$ cat config.mk
export PLATFORM = sky130hd
export DESIGN_NAME = ysyx_22040895_fetch_ctrl
export DESIGN_NICKNAME = d
export VERILOG_FILES = /design/src/rtl/ysyx_22040895_fetch_ctrl.sv
export SDC_FILE = /design/constraint.sdc
export NUM_CORES = 1
export LEC_CHECK = 0
export BUFFER_PORTS_ARGS = -buffer_cell sky130_fd_sc_hd__buf_2
export CAP_MARGIN = 20
export CORE_UTILIZATION = 45
export DETAILED_ROUTE_END_ITERATION = 10
export PLACE_DENSITY = 0.74
export SETUP_SLACK_MARGIN = 0.02
export SYNTH_ARGS = -nofsm -noshare
export SYNTH_HDL_FRONTEND = slang
export SYNTH_SLANG_ARGS = --single-unit
$ cat constraint.sdc
create_clock -name clk -period 2.1 [get_ports clk]
set_input_delay 0.42 -clock clk [delete_from_list [all_inputs] [get_ports clk]]
set_output_delay 0.42 -clock clk [all_outputs]
set_load 0.03 [all_outputs]
$ cat src/rtl/ysyx_22040895_fetch_ctrl.sv
// Instruction-fetch sequencer: owns the PC, issues one IMEM fetch at a time,
// holds the result for decode and applies execute/trap redirects.
module ysyx_22040895_fetch_ctrl #(
  parameter int                ADDR_W   = 64,
  parameter int                INST_W   = 32,
  parameter logic [ADDR_W-1:0] RESET_PC = 64'h0000_0000_8000_0000
) (
  input  logic              clk,
  input  logic              rst,
  input  logic              redirect_valid,
  input  logic [ADDR_W-1:0] redirect_pc,
  output logic              imem_req_valid,
  output logic [ADDR_W-1:0] imem_req_addr,
  input  logic              imem_req_ready,
  input  logic              imem_resp_valid,
  input  logic [INST_W-1:0] imem_resp_data,
  output logic              inst_valid,
  input  logic              inst_ready,
  output logic [INST_W-1:0] inst,
  output logic [ADDR_W-1:0] inst_pc,
  output logic              misalign_err
);

  typedef enum logic [2:0] {
    IDLE = 3'd0,
    REQ  = 3'd1,
    WAIT = 3'd2,
    HOLD = 3'd3,
    HALT = 3'd4
  } state_e;

  state_e            state_q;
  logic [ADDR_W-1:0] pc_q;
  logic [ADDR_W-1:0] pc_inc;
  logic [INST_W-1:0] inst_q;
  logic [ADDR_W-1:0] inst_pc_q;
  logic              drop_q;
  logic              misalign_q;
  logic              active;
  logic              redir_bad;

  assign pc_inc    = pc_q + ADDR_W'(4);
  assign active    = (state_q == REQ) || (state_q == WAIT) || (state_q == HOLD);
  assign redir_bad = redirect_valid && (redirect_pc[1:0] != 2'b00);

  always_ff @(posedge clk) begin
    if (rst) begin
      state_q    <= IDLE;
      pc_q       <= RESET_PC;
      drop_q     <= 1'b0;
      inst_q     <= '0;
      inst_pc_q  <= '0;
      misalign_q <= 1'b0;
    end else if (active && redir_bad) begin
      // Unaligned target is fatal; pc keeps the last good value for debug.
      misalign_q <= 1'b1;
      state_q    <= HALT;
    end else begin
      unique case (state_q)
        IDLE: state_q <= REQ;
        REQ: begin
          if (redirect_valid) pc_q <= redirect_pc;
          else if (imem_req_ready) state_q <= WAIT;
        end
        WAIT: begin
          if (redirect_valid) begin
            pc_q <= redirect_pc;
            // A response landing with the redirect is the only one in flight,
            // so it is consumed here and nothing is left to drop.
            if (imem_resp_valid) begin
              drop_q  <= 1'b0;
              state_q <= REQ;
            end else begin
              drop_q <= 1'b1;
            end
          end else if (imem_resp_valid) begin
            if (drop_q) begin
              drop_q  <= 1'b0;
              state_q <= REQ;
            end else begin
              inst_q    <= imem_resp_data;
              inst_pc_q <= pc_q;
              state_q   <= HOLD;
            end
          end
        end
        HOLD: begin
          if (redirect_valid) begin
            pc_q    <= redirect_pc;
            state_q <= REQ;
          end else if (inst_ready) begin
            pc_q    <= pc_inc;
            state_q <= REQ;
          end
        end
        HALT: state_q <= HALT;
        default: state_q <= IDLE;
      endcase
    end
  end

  assign imem_req_valid = (state_q == REQ) && !redirect_valid;
  assign imem_req_addr  = pc_q;
  assign inst_valid     = (state_q == HOLD);
  assign inst           = inst_q;
  assign inst_pc        = inst_pc_q;
  assign misalign_err   = misalign_q;

endmodule

# Yosys cells after proc, flatten, opt, wreduce, memory -nomap -nowiden
# Index checks and enable logic that the tools add are counted.
[totals] reg_bits=165 in_bits=102 output_inout_bits=163
[classes] add_sub_neg=1 eq_ne=13 mux=17 bitwise_logic=3 n_reduce_logical=17
[op_table] op="$mux 64" count=3
[op_table] op="$pmux 64 s2" count=1
[op_table] op="$add 64x3->64 const B" count=1
[op_table] op="$mux 3" count=8
[op_table] op="$pmux 3 s5" count=1
[op_table] op="$ne 3x2->1 const B" count=4
[op_table] op="$reduce_and 4->1" count=3
[op_table] op="$eq 3x2->1 const B" count=2
[op_table] op="$ne 2x2->1 const B" count=3
[op_table] op="$reduce_bool 2->1" count=3
[op_table] op="$reduce_and 5->1" count=1
[op_table] op="$ne 4x2->1 const B" count=1
[op_table] op="$reduce_or 2->1" count=2
[op_table] op="$eq 3x1->1 const B" count=1
[op_table] op="$eq 3x3->1 const B" count=1
[op_table] op="$logic_and 1x1->1" count=3
[op_table] op="$logic_not 3->1" count=1
[op_table] op="$mux 1" count=3
[op_table] op="$not 1->1" count=3
[op_table] op="$reduce_and 3->1" count=1
[op_table] op="$logic_or 1x1->1" count=2
[op_table] op="$mux 2" count=1
[op_table] op="$ne 2x1->1 const B" count=1
[op_table] op="$logic_not 1->1" count=1

# Longest topological paths before layout
# Gate-level depths: netlist (run 1).
[logic_depth] depth_word=6 ltp_mapped=10

# Worst setup path before layout (run 1)
# Ideal clock, no wire load.
[synth_timing] path_kind="register to register" startpoint="reg pc_q[2], in the netlist imem_req_addr[2]" endpoint="reg pc_q[46], in the netlist imem_req_addr[46]" arrival_time_ps=2369 required_time_ps=2026 path_slack_ps=-343 path_stages_with_launch=8 period_less_slack_ps=2443 cell_sequence="dfxtp_1 -> ha_1 -> nand3_2 -> or3_1 -> nor3_2 -> nand4_1 -> or4_1 -> a31oi_1"
[synth_between] elab_chain_cells=4
[synth_lines] element="from (decl)" line="33" text="logic [ADDR_W-1:0] pc_q;"
[synth_lines] element="from (signal assigned)" line="62" text="if (redirect_valid) pc_q <= redirect_pc;"
[synth_lines] element="from (signal assigned)" line="67" text="pc_q <= redirect_pc;"
[synth_lines] element="from (signal assigned)" line="89" text="pc_q <= redirect_pc;"
[synth_lines] element="$add 64x3->64" line="42" text="assign pc_inc = pc_q + ADDR_W'(4);"
[synth_lines] element="$mux 64" line="91" text="end else if (inst_ready) begin"
[synth_lines] element="$mux 64" line="88" text="if (redirect_valid) begin"
[synth_lines] element="$pmux 64 s2" line="59" text="unique case (state_q)"
# No other way between the ends. The select of a mux whose other input is x is not followed.
# A chain may end at the register's enable or synchronous reset.

# Worst setup path after layout (run 1)
# Same ends and word-level chain as after synthesis.

==> run_results.csv, run 1 <==
group,metric,value,unit
yosys,async_flop_share,0,%
timing,tightest_slew,0.490,ns
critical_path,crit_family,"simple AND/OR/NAND/NOR gates",
final_layout,drive_above_1_share,34.2,%
final_layout,antenna-diode-count,0,
hold_path,holdCritStartpoint,"imem_resp_data[26]",
critical_path,rr_worst_depth,7,
clock_network,h-tree-depth,4,
grt,grt_pass1_vias,8236,
yosys,synth-xor-area-share,0,%
critical_path,cp_cell_sequence,"ha_4 > nand3_4 > or3_4 > nor3_4 > nand4_1 > or4_1 > a31oi_1",
timing,maxSlewViolCount,0,
yosys,synth_enable_flop_cells,0,
routing,drtPass1Iterations,6,
placement,placed_cell_area,10200,um^2
routing,drt-total-wl,27.5,mm
yosys,synth.area.mux_share,0.902,%
yosys,ys.flop_type,"dfxtp_1",
yosys,synthTopCellsByCount,"nand2_1, dfxtp_1, a21oi_1",
hold_path,min_to,"inst[26]",
die,die-height,135,um
critical_path,crit_path_start_kind,"flip-flop",
critical_path,r2r_slack,-0.02,ns
final_layout,final_cells,1602,
yosys,syn_nets,1162,
hold_path,hold_depth,3,
clock_network,cts_tree,"yes",
routing,drtAntennaViolNets,0,
grt,grt.overflow.total,0,
yosys,seq_area_frac_synth,41.8,%
yosys,synth.avg_cell_area,7.47,um^2
routing,drc,0,
critical_path,crit_buf_inv,0,
yosys,synth_top_family_by_area,"simple AND/OR/NAND/NOR gates",
placement,gp_congestion,0.945,
final_layout,fin_area,10900,um^2
clock_network,cts_root_buf,"clkbuf_16",
die,die_w,135,um
critical_path,max_stage_delay,0.54,ns
placement,dp_cells,1564,
flow_run,drv_cap,0,
critical_path,path_max_fanout,4,
timing,relSlewSlack,67.3,%
power,p_leak,4.51,nW
critical_path,timing.rr.start,"imem_req_addr[2]",
yosys,syn-cell-area,7910,um^2
final_layout,n_fill_cell,1527,
grt,grt_pass1_wl,43.0,mm
yosys,synthTopCellsByArea,"dfxtp_1, nand2_1, a21oi_1",
yosys,synth_fa_ha_area_share,0.158,%
clock_network,cts_max_path_buffers,2,
power,peakVddDrop,0.625,mV
timing,finalSetupViolCount,1,
yosys,synthDistinctLibCells,64,
yosys,synth-simple-area-share,30.9,%
clock_network,cts_buffers,17,
clock_network,cts.sinks,165,
timing,finClkSkew,0.0110,ns
outcome,status,"complete, but fails checks",
timing,final_hold_viol_count,0,
timing,fin_ws,-0.0210,ns
critical_path,critPathSlowestCell,"or4_1",
final_layout,nets,1467,
grt,grt_max_degree,89,
yosys,yosysMostFrequentCell,"nand2_1",
timing,final.setup.tns,-0.0210,ns
critical_path,crit_arrival,2.48,ns
routing,wire_per_inst,17.1,um
power,powerDensity,762,nW/um^2
routing,via_count,9153,
routing,drt_iter0_drc,627,
clock_network,cts.reportedPaths.clkPinSlew,0.07,ns
yosys,yosys_warnings,0,
final_layout,synthToLayoutAreaGrowth,37.5,%
timing,fin_crit_sh,101,%
placement,io_buffers,264,
critical_path,end_kind,"flip-flop",
yosys,synth-seq-cells,165,
timing,fmax,471,MHz
die,rows,48,
clock_network,postCtsHoldBufs,0,
hold_path,hold_class,"in -> reg",
timing,min_period,2.12,ns
grt,antenna_found_initial,1,
timing,grt_setup_unrepaired,"true",
die,start_util,45.9,%
critical_path,path_class,"reg -> reg",
critical_path,r2r-end,"imem_req_addr[46]",
yosys,yosysTopAreaCell,"dfxtp_1",
yosys,yosys.area.top_type_share,41.8,%
yosys,netlist_instances,1059,
placement,hpwl,19.3,mm
die,fp.coreArea,17200,um^2
outcome,violations,"negative setup slack",
clock_network,clock_latency,0.43,ns
timing,fin_hold_ws,0.217,ns
die,ios,265,
yosys,synth-compound-area-share,20.5,%
critical_path,cp.depth,7,
grt,grt_use_total,29.9,%
critical_path,cp.required,2.46,ns
routing,via_per_inst,5.71,
die,dieArea,18100,um^2
==> worst max-delay path by stage <==
stage                            startpoint                 to  slack (ns)
after floorplan            imem_req_addr[4]  imem_req_addr[63]       -0.05
after global placement    imem_req_addr[45]  imem_req_addr[58]        0.05
after detailed placement   imem_req_addr[2]  imem_req_addr[52]       0.005
after CTS                  imem_req_addr[2]  imem_req_addr[44]       0.002
after global routing       imem_req_addr[2]  imem_req_addr[46]       -0.09
final                      imem_req_addr[2]  imem_req_addr[46]       -0.02
==> sequential cells by signal, indices dropped and copies added (netlist names) <==
| name | flops |
|---|---|
| drop_q | 1 |
| imem_req_addr | 64 |
| inst | 32 |
| inst_pc | 64 |
| misalign_err | 1 |
| state_q | 3 |
==> cell families after synthesis <==
| family | Yosys count |
|---|---|
| mux | 7 |
| compound gates | 276 |
| fa+ha+maj | 1 |
| buf+inv | 101 |
| flops | 165 |
| simple gates | 509 |
==> layout by cell type, fill, tap and decap left out, types with 5 or more instances in the layout <==
master / Yosys / routed
buf_2: 9 / 263
nor3_1: 21 / 19
clkbuf_16: 0 / 18
nand2b_1: 5 / 5
inv_1: 13 / 13
and2_1: 6 / 5
nor2_1: 50 / 49
o32ai_1: 5 / 5
and4_1: 10 / 8
o31ai_1: 6 / 6
o211ai_1: 9 / 9
a31oi_1: 21 / 21
or3_1: 6 / 5
nor4_1: 14 / 8
dfxtp_2: 0 / 21
buf_12: 0 / 9
nand3_1: 38 / 37
a22oi_1: 12 / 12
buf_4: 4 / 101
and3_1: 28 / 27
dfxtp_4: 0 / 8
a211oi_1: 12 / 12
nor4_2: 1 / 7
nand2_1: 261 / 259
o21ai_0: 29 / 29
or4_1: 14 / 12
a21oi_1: 151 / 150
a21o_1: 5 / 5
mux2i_1: 6 / 6
dfxtp_1: 165 / 136
o22ai_1: 8 / 8
nand4_1: 26 / 26
==> stage by stage <==
| step | worst slack [ns] | utilization, % | power [mW] |
|---|---|---|---|
| after detailed placement | 0.00451 | 58.9 | 5.12 |
| after floorplan | -0.0514 | - | 4.43 |
| after CTS | 0.00226 | 62.5 | 8.28 |
| after global placement | 0.0458 | 58.9 | 5.10 |
| final | -0.0210 | 63.1 | 8.29 |
| after global routing | -0.0937 | 63.1 | 8.58 |
==> metal layers <==
layer / routed length, um / part of all wire [%] / vias up / track usage (%)
li1: - / - / 4386 / -
met1: 11700 / 43 / 4264 / 39.6
met2: 12600 / 46 / 446 / 47.3
met3: 2400 / 8.7 / 55 / 6.34
met4: 742 / 2.7 / 2 / 11.9
met5: 11 / 0.040 / - / 0
==> where the power goes <==
| group | internal, mW | switching [mW] |
|---|---|---|
| sequential | 3.29 | 0.151 |
| combinational | 0.605 | 1.05 |
| clock | 1.86 | 1.33 |
==> tightest hold or removal path, stage by stage <==
cell	delay (ns)
buf_2	0.09
nand2_1	0.04
a21oi_1	0.05
==> timing repair <==
item | in CTS | in global routing
setup endpoints to repair | 5 | 19
gates resized for setup | 3 | 14
pin swaps | 3 | 7
buffers inserted | 2 | 4
==> cell type report <==
type	instances	area, um^2	area share, %
sequential	165	3360	30.9
clock inverter	10	120	1.10
tap	225	282	2.59
clock buffer	22	475	4.37
inverter	13	48.8	0.449
multi-input combinational	793	4320	39.8
timing repair buffer	374	2270	20.8
No activity file was read; power rests on OpenSTA's default activity.
==> run 2, diff against run 1 <==
==> constraint.sdc (replaced) <==
create_clock -name clk -period 2.1 [get_ports clk]
set_input_delay 0.315 -clock clk [delete_from_list [all_inputs] [get_ports clk]]
set_output_delay 0.315 -clock clk [all_outputs]
set_load 0.03 [all_outputs]
==> run 2 against run 1 <==
  * The flow still finishes with violations (negative setup slack)
  * Combinational power about the same
  * Critical path type unchanged
  * Final cell count about the same
  * Global-route usage down 0.35 points
  * Sequential share of layout area is essentially flat
  * Sequential power barely moved
  * Clock power hardly changed
  * Register-to-register slack barely moved
  * Worst hold slack got worse by 0.10 ns
  * Via count fell by 0.60%
  * Routed wire length down 0.41%
  * Utilization is 0.10 points lower
  * Largest cell class unchanged
==> run_results.csv, run 2 (same netlist as run 1, synthesis figures left out) <==
group,metric,value,unit
outcome,status,"complete, but fails checks",
outcome,violations,"negative setup slack",
critical_path,rr_worst_depth,7,
routing,via_per_inst,5.68,
final_layout,mostFrequentLayoutCell,"buf_2",
timing,fmax,468,MHz
timing,min_period,2.14,ns
routing,drc,0,
clock_network,cts_tree,"yes",
die,fp.coreArea,17200,um^2
timing,finClkSkew,0.0136,ns
clock_network,cts.sinks,165,
timing,grt_setup_unrepaired,"true",
final_layout,fin_area,10900,um^2
final_layout,n_fill_cell,1576,
flow_run,drv_cap,0,
routing,drtPass1Iterations,5,
timing,fin_crit_sh,102,%
power,peakVddDrop,0.586,mV
routing,drtAntennaViolNets,0,
critical_path,crit_path_start_kind,"flip-flop",
die,ios,265,
critical_path,critPathSlowestCell,"or4_4",
critical_path,cp.required,2.45,ns
grt,grt_pass1_wl,42.1,mm
timing,relSlewSlack,54.8,%
routing,via_count,9098,
placement,io_buffers,264,
hold_path,hold_depth,3,
power,p_leak,4.52,nW
routing,drt-total-wl,27.4,mm
grt,grt.overflow.total,0,
die,dieArea,18100,um^2
timing,final_hold_viol_count,0,
timing,fin_ws,-0.0352,ns
placement,placed_cell_area,10100,um^2
final_layout,nets,1467,
routing,drt_iter0_drc,651,
timing,finalSetupViolCount,4,
clock_network,cts_buffers,17,
hold_path,hold_class,"in -> reg",
die,rows,48,
critical_path,crit_arrival,2.48,ns
critical_path,max_stage_delay,0.47,ns
clock_network,h-tree-depth,4,
power,powerDensity,762,nW/um^2
timing,fin_hold_ws,0.112,ns
grt,grt_use_total,29.5,%
die,die-height,135,um
critical_path,cp_cell_sequence,"ha_4 > nand3_4 > or3_4 > nor3_4 > nand4_1 > or4_4 > a31oi_1",
critical_path,path_max_fanout,5,
clock_network,cts.reportedPaths.clkPinSlew,0.07,ns
placement,hpwl,19.5,mm
final_layout,layout_common_cells,"buf_2, nand2_1, a21oi_1",
placement,gp_congestion,0.998,
die,start_util,45.9,%
grt,grt_pass1_vias,8126,
grt,antenna_found_initial,1,
clock_network,cts_root_buf,"clkbuf_16",
final_layout,drive_above_1_share,34.8,%
clock_network,cts_max_path_buffers,2,
timing,tightest_slew,0.677,ns
clock_network,clock_latency,0.43,ns
grt,grt_max_degree,60,
routing,wire_per_inst,17.1,um
critical_path,path_class,"reg -> reg",
critical_path,end_kind,"flip-flop",
timing,maxSlewViolCount,0,
final_layout,synthToLayoutAreaGrowth,37.3,%
placement,place_ws,-0.0439,ns
die,die_w,135,um
[run 2: routing by layer]
layer  wire (um)  part of all wire (%)  vias up  global-route usage, %
li1            -                     -     4395                      -
met1       11800                    43     4224                   39.8
met2       12500                    46      420                   45.7
met3        2210                   8.1       59                   5.52
met4         867                   3.2        0                   13.5
met5           0                     0        -                      0
[run 2: cell type report]
| type | instances | area [um^2] | share of cell area, % |
|---|---|---|---|
| Clock inverter | 13 | 130 | 1.20 |
| Multi-Input combinational cell | 793 | 4340 | 39.9 |
| Sequential cell | 165 | 3360 | 30.9 |
| Antenna cell | 1 | 2.50 | 0.0230 |
| Timing Repair Buffer | 374 | 2220 | 20.5 |
| Inverter | 13 | 48.8 | 0.449 |
| Clock buffer | 19 | 475 | 4.38 |
| Tap cell | 225 | 282 | 2.59 |
[run 2: worst max-delay path, delay by kind of cell, from the launching register on]
family	cells	cell delay [ns]
compound gates	1	0.18
fa+ha+maj	1	0.15
flops	1	0.36
simple gates	5	1.36
[run 2: through the flow]
stage	power [mW]	util, %	setup TNS [ns]	std cells
after floorplan	4.43	-	-0.183	1059
after global placement	5.09	58.6	0	1565
after detailed placement	5.11	58.6	-0.0543	1565
after CTS	8.30	62.4	0	1598
after global routing	8.58	63.0	-0.606	1602
final	8.27	63.0	-0.0663	1603
[run 2: path summary, 6_finish.rpt]
path,startpoint,endpoint,slack [ns]
min,imem_resp_data[29],inst[29],0.11
max,imem_req_addr[3],imem_req_addr[52],-0.04
max reg2reg,imem_req_addr[3],imem_req_addr[52],-0.04
min reg2reg,inst_pc[46],inst_pc[46],0.45
[run 2: power breakdown]
group | leakage [nW] | internal, mW | switching, mW
logic | 2.87 | 0.597 | 1.03
clock network | 0.298 | 1.81 | 1.38
registers | 1.35 | 3.29 | 0.160
total | 4.52 | 5.69 | 2.57
[run 2: repair_timing]
action,4_1_cts,5_1_grt
pin swaps,1,11
gates cloned,0,0
setup endpoints to repair,8,25
resized for setup,6,20
hold buffers,0,0
buffers inserted,1,4
